===== src/rtl/inst_fetch.sv =====
// rtl/inst_fetch.sv - instruction fetch stage: single-outstanding imem request, response FIFO, PC pause control
module inst_fetch #(
   parameter int          DEPTH    = 2,
   parameter logic [31:0] NOP_INST = 32'h00000013
) (
   input  logic        clk,
   input  logic        rst,
   input  logic [31:0] pc_i,
   input  logic        flush_i,
   input  logic        pause_i,
   output logic        pc_pause_o,
   output logic        imem_req_o,
   output logic [31:0] imem_addr_o,
   input  logic        imem_gnt_i,
   input  logic        imem_rvalid_i,
   input  logic [31:0] imem_rdata_i,
   output logic        if_valid_o,
   output logic [31:0] if_pc_o,
   output logic [31:0] if_inst_o,
   output logic        if_misalign_o
);

   localparam int PW = $clog2(DEPTH);
   localparam int CW = $clog2(DEPTH) + 1;

   typedef enum logic [1:0] {
      S_REQ  = 2'd0,
      S_RESP = 2'd1,
      S_DROP = 2'd2
   } state_t;

   state_t        state_q, state_d;
   logic [31:0]   req_pc_q, req_pc_d;

   logic [31:0]   fifo_pc_q   [DEPTH];
   logic [31:0]   fifo_inst_q [DEPTH];
   logic [DEPTH-1:0] fifo_mis_q;
   logic [PW-1:0] rd_ptr_q, wr_ptr_q;
   logic [CW-1:0] count_q;

   logic          space;
   logic          aligned;
   logic          push;
   logic          pop;
   logic [31:0]   push_pc;
   logic [31:0]   push_inst;
   logic          push_mis;

   assign space       = (count_q < CW'(DEPTH));
   assign aligned     = (pc_i[1:0] == 2'b00);
   assign imem_addr_o = pc_i;

   // Space is reserved at issue time, so a response push never overflows.
   always_comb begin
      state_d    = state_q;
      req_pc_d   = req_pc_q;
      imem_req_o = 1'b0;
      pc_pause_o = 1'b1;
      push       = 1'b0;
      push_pc    = req_pc_q;
      push_inst  = imem_rdata_i;
      push_mis   = 1'b0;
      case (state_q)
         S_REQ: begin
            if (space && !flush_i) begin
               if (aligned) begin
                  imem_req_o = 1'b1;
                  if (imem_gnt_i) begin
                     req_pc_d   = pc_i;
                     state_d    = S_RESP;
                     pc_pause_o = 1'b0;
                  end
               end else begin
                  push       = 1'b1;
                  push_pc    = pc_i;
                  push_inst  = NOP_INST;
                  push_mis   = 1'b1;
                  pc_pause_o = 1'b0;
               end
            end
         end
         S_RESP: begin
            if (imem_rvalid_i) begin
               state_d = S_REQ;
               push    = !flush_i;
            end else if (flush_i) begin
               state_d = S_DROP;
            end
         end
         S_DROP: begin
            if (imem_rvalid_i) begin
               state_d = S_REQ;
            end
         end
         default: state_d = S_REQ;
      endcase
      if (rst) begin
         imem_req_o = 1'b0;
         pc_pause_o = 1'b1;
      end
   end

   assign if_valid_o = (count_q != '0);
   assign pop        = if_valid_o && !pause_i && !flush_i;

   always_ff @(posedge clk) begin
      if (rst) begin
         state_q  <= S_REQ;
         req_pc_q <= '0;
         rd_ptr_q <= '0;
         wr_ptr_q <= '0;
         count_q  <= '0;
      end else begin
         state_q  <= state_d;
         req_pc_q <= req_pc_d;
         if (flush_i) begin
            rd_ptr_q <= '0;
            wr_ptr_q <= '0;
            count_q  <= '0;
         end else begin
            if (push) wr_ptr_q <= wr_ptr_q + PW'(1);
            if (pop)  rd_ptr_q <= rd_ptr_q + PW'(1);
            count_q <= count_q + CW'(push) - CW'(pop);
         end
      end
   end

   always_ff @(posedge clk) begin
      if (push) begin
         fifo_pc_q[wr_ptr_q]   <= push_pc;
         fifo_inst_q[wr_ptr_q] <= push_inst;
         fifo_mis_q[wr_ptr_q]  <= push_mis;
      end
   end

   // Head fields read as zero while empty so reset presents a clean boundary.
   assign if_pc_o       = if_valid_o ? fifo_pc_q[rd_ptr_q]   : '0;
   assign if_inst_o     = if_valid_o ? fifo_inst_q[rd_ptr_q] : '0;
   assign if_misalign_o = if_valid_o ? fifo_mis_q[rd_ptr_q]  : 1'b0;

endmodule


===== config.mk =====
export PLATFORM = sky130hd
export DESIGN_NAME = inst_fetch
export DESIGN_NICKNAME = d
export VERILOG_FILES = /design/src/rtl/inst_fetch.sv
export SDC_FILE = /design/constraint.sdc
export NUM_CORES = 1
export LEC_CHECK = 0
export CORE_MARGIN = 1.5
export CORE_UTILIZATION = 25
export CTS_CLUSTER_DIAMETER = 30
export CTS_CLUSTER_SIZE = 40
export DETAILED_ROUTE_END_ITERATION = 10
export GPL_ROUTABILITY_DRIVEN = 0
export PLACE_DENSITY_LB_ADDON = 0.2
export SKIP_LAST_GASP = 1
export SYNTH_ARGS = -nofsm -noshare
export SYNTH_HDL_FRONTEND = slang
export SYNTH_SLANG_ARGS = --single-unit

===== constraint.sdc =====
create_clock -name clk -period 6.5 [get_ports clk]
set_input_delay 1.3 -clock clk [delete_from_list [all_inputs] [get_ports clk]]
set_output_delay 1.3 -clock clk [all_outputs]
set_load 0.02 [all_outputs]

==> After elaboration in Yosys (flattened, before gate mapping) <==
Memory sizes are Yosys's and may differ from the RTL's. A register that Yosys moved wholly into a read port is not among the register bits.
Index checks and enable logic that the tools add are counted.
{ "op_classes": {"n_mux": 41, "order_cmp": 4, "bitwise_logic": 0, "n_eq_ne": 7, "shift": 0, "div_mod_pow": 0, "add_sub_neg": 4, "n_reduce_logical": 12, "multipliers": 0} }
{ "ops": {"columns": ["cell", "n"], "rows": [
  ["two-way mux 32 bit", 8],
  ["two-way mux 1 bit", 23],
  ["two-way mux 2 bit", 6],
  ["!= test 2 bit, second input constant", 4],
  ["case mux 2 bit (3 select lines)", 1],
  ["AND reduction 5 bit", 1],
  ["logical AND 1 bit", 4],
  ["zero test 2 bit", 2],
  ["less-than comparator 1 x 2 -> 1 bit, second input constant", 2],
  ["AND reduction 4 bit", 1],
  ["!= test 3 bit, second input constant", 1],
  ["adder 1 bit, second input constant", 2],
  ["adder 2 x 1 -> 2 bit", 1],
  ["bitwise mux 2 bit", 1],
  ["== test 2 x 1 -> 1 bit, second input constant", 1],
  ["== test 2 bit, second input constant", 1],
  ["zero test 1 bit", 2],
  ["less-than comparator 2 bit, second input constant", 1],
  ["case mux 1 bit (2 select lines)", 1],
  ["nonzero test 2 bit", 1],
  ["OR reduction 2 bit", 1],
  ["subtractor 2 x 1 -> 2 bit", 1],
  ["demux 1 bit (select 1 bit)", 1],
  ["greater-or-equal comparator 1 bit, second input constant", 1]
]} }
{ "word_totals": {"reg_bits": 40, "latchBits": 0, "ramBits": 128, "romBits": 0, "output_inout_bits": 100, "inputBits": 70, "word_cells": 76, "n_memories": 2} }
{ "memory_table": {"columns": ["name", "words", "width", "read_ports", "rd_ports_with_merged_regs", "write_ports", "line", "source"], "rows": [
  ["fifo_inst_q", 2, 32, 1, 1, 1, "36", "logic [31:0] fifo_inst_q [DEPTH];"],
  ["fifo_pc_q", 2, 32, 1, 1, 1, "35", "logic [31:0] fifo_pc_q [DEPTH];"]
]} }

==> Logic depth before layout (Yosys ltp) <==
{ "logic_depth": {"depth_word": 6, "mapped_depth": 9, "depth_no_buf": 8} }

==> Least setup slack after synthesis <==
OpenSTA, ideal clock, no wires.
{ "synth_timing": {"path_kind": "input -> register", "startpoint": "in flush_i", "endpoint": "mem fifo_inst_q[1][0] (enable)", "n_path_buf": 1, "t_arrival_ps": 4886, "slack_ps": 1118, "stages": 4, "setup_ps": 496, "required_ps": 6004, "cell_sequence": "buf_2 nor4_4 a21oi_1 nor2b_1"} }
{ "synth_between": {"elab_chain_cells": 6, "elab_cells_between_ends": 7, "cone_classes": "mux (5); reduce/logical (2)"} }
{ "synth_rtl": {"columns": ["item", "line", "source"], "rows": [
  ["from (decl)", "9", "input logic flush_i,"],
  ["zero test 1 bit (*)", "65, 85", null],
  ["logical AND 1 bit", "65", "if (space && !flush_i) begin"],
  ["two-way mux 1 bit", "65", null],
  ["case mux 1 bit (2 select lines) (*)", "63", "case (state_q)"],
  ["two-way mux 1 bit (*)", "129", "if (push) begin"],
  ["two-way mux 1 bit (not written as such) (*)", "131", "fifo_inst_q[wr_ptr_q] <= push_inst;"],
  ["to (decl)", "36", null]
]} }
Every way passes the cells marked *; elsewhere a longest branch is shown, timed or not.

==> Final worst setup path <==
{ "layout_timing": {"startpoint": "in flush_i", "endpoint": "out imem_req_o"} }
{ "layout_between": {"elab_chain_cells": 5} }
{ "layout_rtl": {"columns": ["item", "line", "source"], "rows": [
  ["zero test 1 bit", "65", null],
  ["logical AND 1 bit", "65", null],
  ["two-way mux 1 bit", "65", null],
  ["two-way mux 1 bit", "63", null],
  ["two-way mux 1 bit", "97", "if (rst) begin"],
  ["to (decl)", "12", "output logic imem_req_o,"]
]} }
No other way between the ends.

==> results.json <==
{
  "crit_type": "in -> out",
  "antenna_cells": 0,
  "hp-class": "reg -> reg",
  "cp_data_arrival_time_ns": 3.95,
  "htreeDepth": 4,
  "drt_iter0_drc": 236,
  "die_y_um": 174,
  "synth_area_um2": 7290,
  "detail_route.vias_per_cell": 4.36,
  "synth_top_area_cell": "edfxtp_1",
  "p_leak_nw": 3.13,
  "ios": 170,
  "grt_pass1_wl_mm": 28.6,
  "fin_nets": 763,
  "p_switching_w": 0.000644,
  "via_count": 4739,
  "drive_gt1_share_pct": 7.67,
  "synth_cell_types": 34,
  "slew_headroom_pct": 18.6,
  "pwr-share-seq_pct": 49.1,
  "whs_path_depth": 2,
  "grt_start_max_net_pins": 66,
  "setup-tns-final_ns": 0,
  "start_util_pct": 25.4,
  "power_frac_clock_pct": 38.8,
  "cp-start-kind": "input pin",
  "portBuffers": 169,
  "worstPathMaxFanout": 34,
  "avgSynthCellArea_um2": 12.8,
  "synth-main-ff-cell": "edfxtp_1",
  "slew_viol_final": 0,
  "reg2regPathDepth": 5,
  "fmaxAchievable_mhz": 190,
  "synthArstFlopShare_pct": 0,
  "antenna_found_initial": 0,
  "ys_warn_count": 0,
  "grt_usage_pct": 12.5,
  "status": "finished, final reports clean",
  "fin_crit_ns": 5.25,
  "first_pass_iters": 4,
  "ant_nets": 0,
  "setup_viol": 0,
  "clock_skew_ns": 0.00917,
  "die_area_um2": 30200,
  "holdBufCountCts": 0,
  "rsz0062_at_grt": "no",
  "syn_nets": 640,
  "swShare_pct": 25.6,
  "rows": 62,
  "place_ws_ns": 1.21,
  "final_core_util_pct": 33.8,
  "synth-edff-count": 130,
  "grt_overflow_total": 0,
  "die_w_um": 174,
  "grt_pass1_vias": 5051,
  "max_cap_viol_count": 0,
  "cts-resized-gates": 0,
  "cts_buffer_depth": 2,
  "ir_drop_v": 0.000138,
  "clock_latency_ns": 0.42,
  "cts.sinks": 169,
  "numCtsBuffers": 17,
  "intPower_w": 0.00187,
  "max_slew.worst_pin.slew_ns": 1.22,
  "synthTopCellsByArea": "edfxtp_1, dfxtp_1, mux2i_1",
  "hpwlAfterDp_mm": 11.2,
  "wl_mm": 18.4,
  "period_share_pct": 80.8,
  "drc": 0,
  "synthToLayoutAreaGrowth_pct": 33.0,
  "coreArea_um2": 28700,
  "crit_required_ns": 5.20,
  "synth_top_area_share_pct": 53.6,
  "comb_power_share_pct": 12.1,
  "post_cts_buffers": 0,
  "clkTransAtPathRegs_ns": 0.07,
  "pwr_density_cell_nw_per_um2": 259,
  "ys_seq_area_share_pct": 64.3,
  "end_kind": "output port",
  "synth-seq-cells": 169,
  "wire_per_inst_um": 16.9,
  "netlist_instances": 568,
  "root_buffer": "clkbuf_16",
  "finalHoldViolations": 0,
  "cts_tree": "built",
  "setup_slack_ns": 1.25
}
kinds of logic after synthesis:
kind of cell / synth area share, %
and+or+nand+nor: 10.7
muxes: 13.7
buffers and inverters: 5.84
xor gates and xnor gates: 0.240
adders and majority gates: 0.343
DFF: 64.3
AOI/OAI and AO/OA: 4.89
metrics by stage:
step	total power [W]	hold slack, ns	area [um^2]	instances
3_5_place_dp	0.00157	0.463	9120	1056
3_3_place_gp	0.00156	0.456	9120	1056
4_1_cts	0.00255	0.472	9690	1088
5_1_grt	0.00261	0.481	9690	1088
6_report	0.00251	0.471	9690	1088
2_1_floorplan	0.00143	0.449	7290	568
worst max-delay path: stages:
cell,delay (ns)
clkdlybuf4s50_1,0.55
or4_1,1.07
nor3_1,0.37
clkdlybuf4s50_1,0.65
path summary, 6_finish.rpt:
path | start | to | slack (ns)
setup / recovery | flush_i | imem_req_o | 1.25
hold / removal | req_pc_q[8] | req_pc_q[8] | 0.47
setup reg to reg | state_q[1] | fifo_pc_q[1][29] | 3.78
hold reg to reg | req_pc_q[8] | req_pc_q[8] | 0.47
final cells by class:
class,count,area [um^2]
inverter,3,11.3
clock inverter,14,131
timing repair buffer,175,1730
tap,384,480
fill,2881,19000
sequential,169,4690
multi-input combinational,325,2210
clock buffer,18,439
power groups by stage:
stage / combinational (W) / clock, W / sequential (W)
after global routing: 0.000331 / 0.00104 / 0.00124
after CTS: 0.000311 / 0.00100 / 0.00123
after detailed placement: 0.000310 / 0 / 0.00126
final: 0.000305 / 0.000975 / 0.00123
after floorplan: 0.000172 / 0 / 0.00126
after global placement: 0.000306 / 0 / 0.00126
metal layers:
metal	GRT usage, %	vias up	routed length, um
met4	3.52	0	179
met5	0	-	0
li1	-	2255	-
met3	2.94	12	994
met2	20.5	169	8630
met1	16.3	2303	8640
cell usage in the layout, fill, tap and decap left out, types with 3 or more instances in the layout:
cell type        count
inv_8                3
buf_4                6
nand3_1             30
inv_6                5
mux2_1              27
clkdlybuf4s50_1    168
dfxtp_1             38
nor2_1              69
nand2_1              3
or2_2                4
edfxtp_1           130
clkbuf_16           17
inv_1                3
nor3_1               3
o21ai_0             29
mux2_2               3
o21ai_1              4
mux2i_1             66
a21oi_1             32
nor2b_1             29
cell usage after synthesis, drive strengths merged, types with 4 or more instances:
master / number
a21oi: 32
buf: 48
clkbuf: 23
dfxtp: 39
edfxtp: 130
mux2: 30
mux2i: 66
nand3: 30
nor2: 71
nor2b: 30
o21ai: 33
or2: 4
sequential cells by signal, indices dropped and copies added (netlist names), named ones only:
name and cells:
wr_ptr_q 1, req_pc_q 32, fifo_inst_q 64, fifo_pc_q 64, state_q 2, count_q 2, fifo_mis_q 2, rd_ptr_q 1
Note: power is estimated with default switching activity, not from simulation.
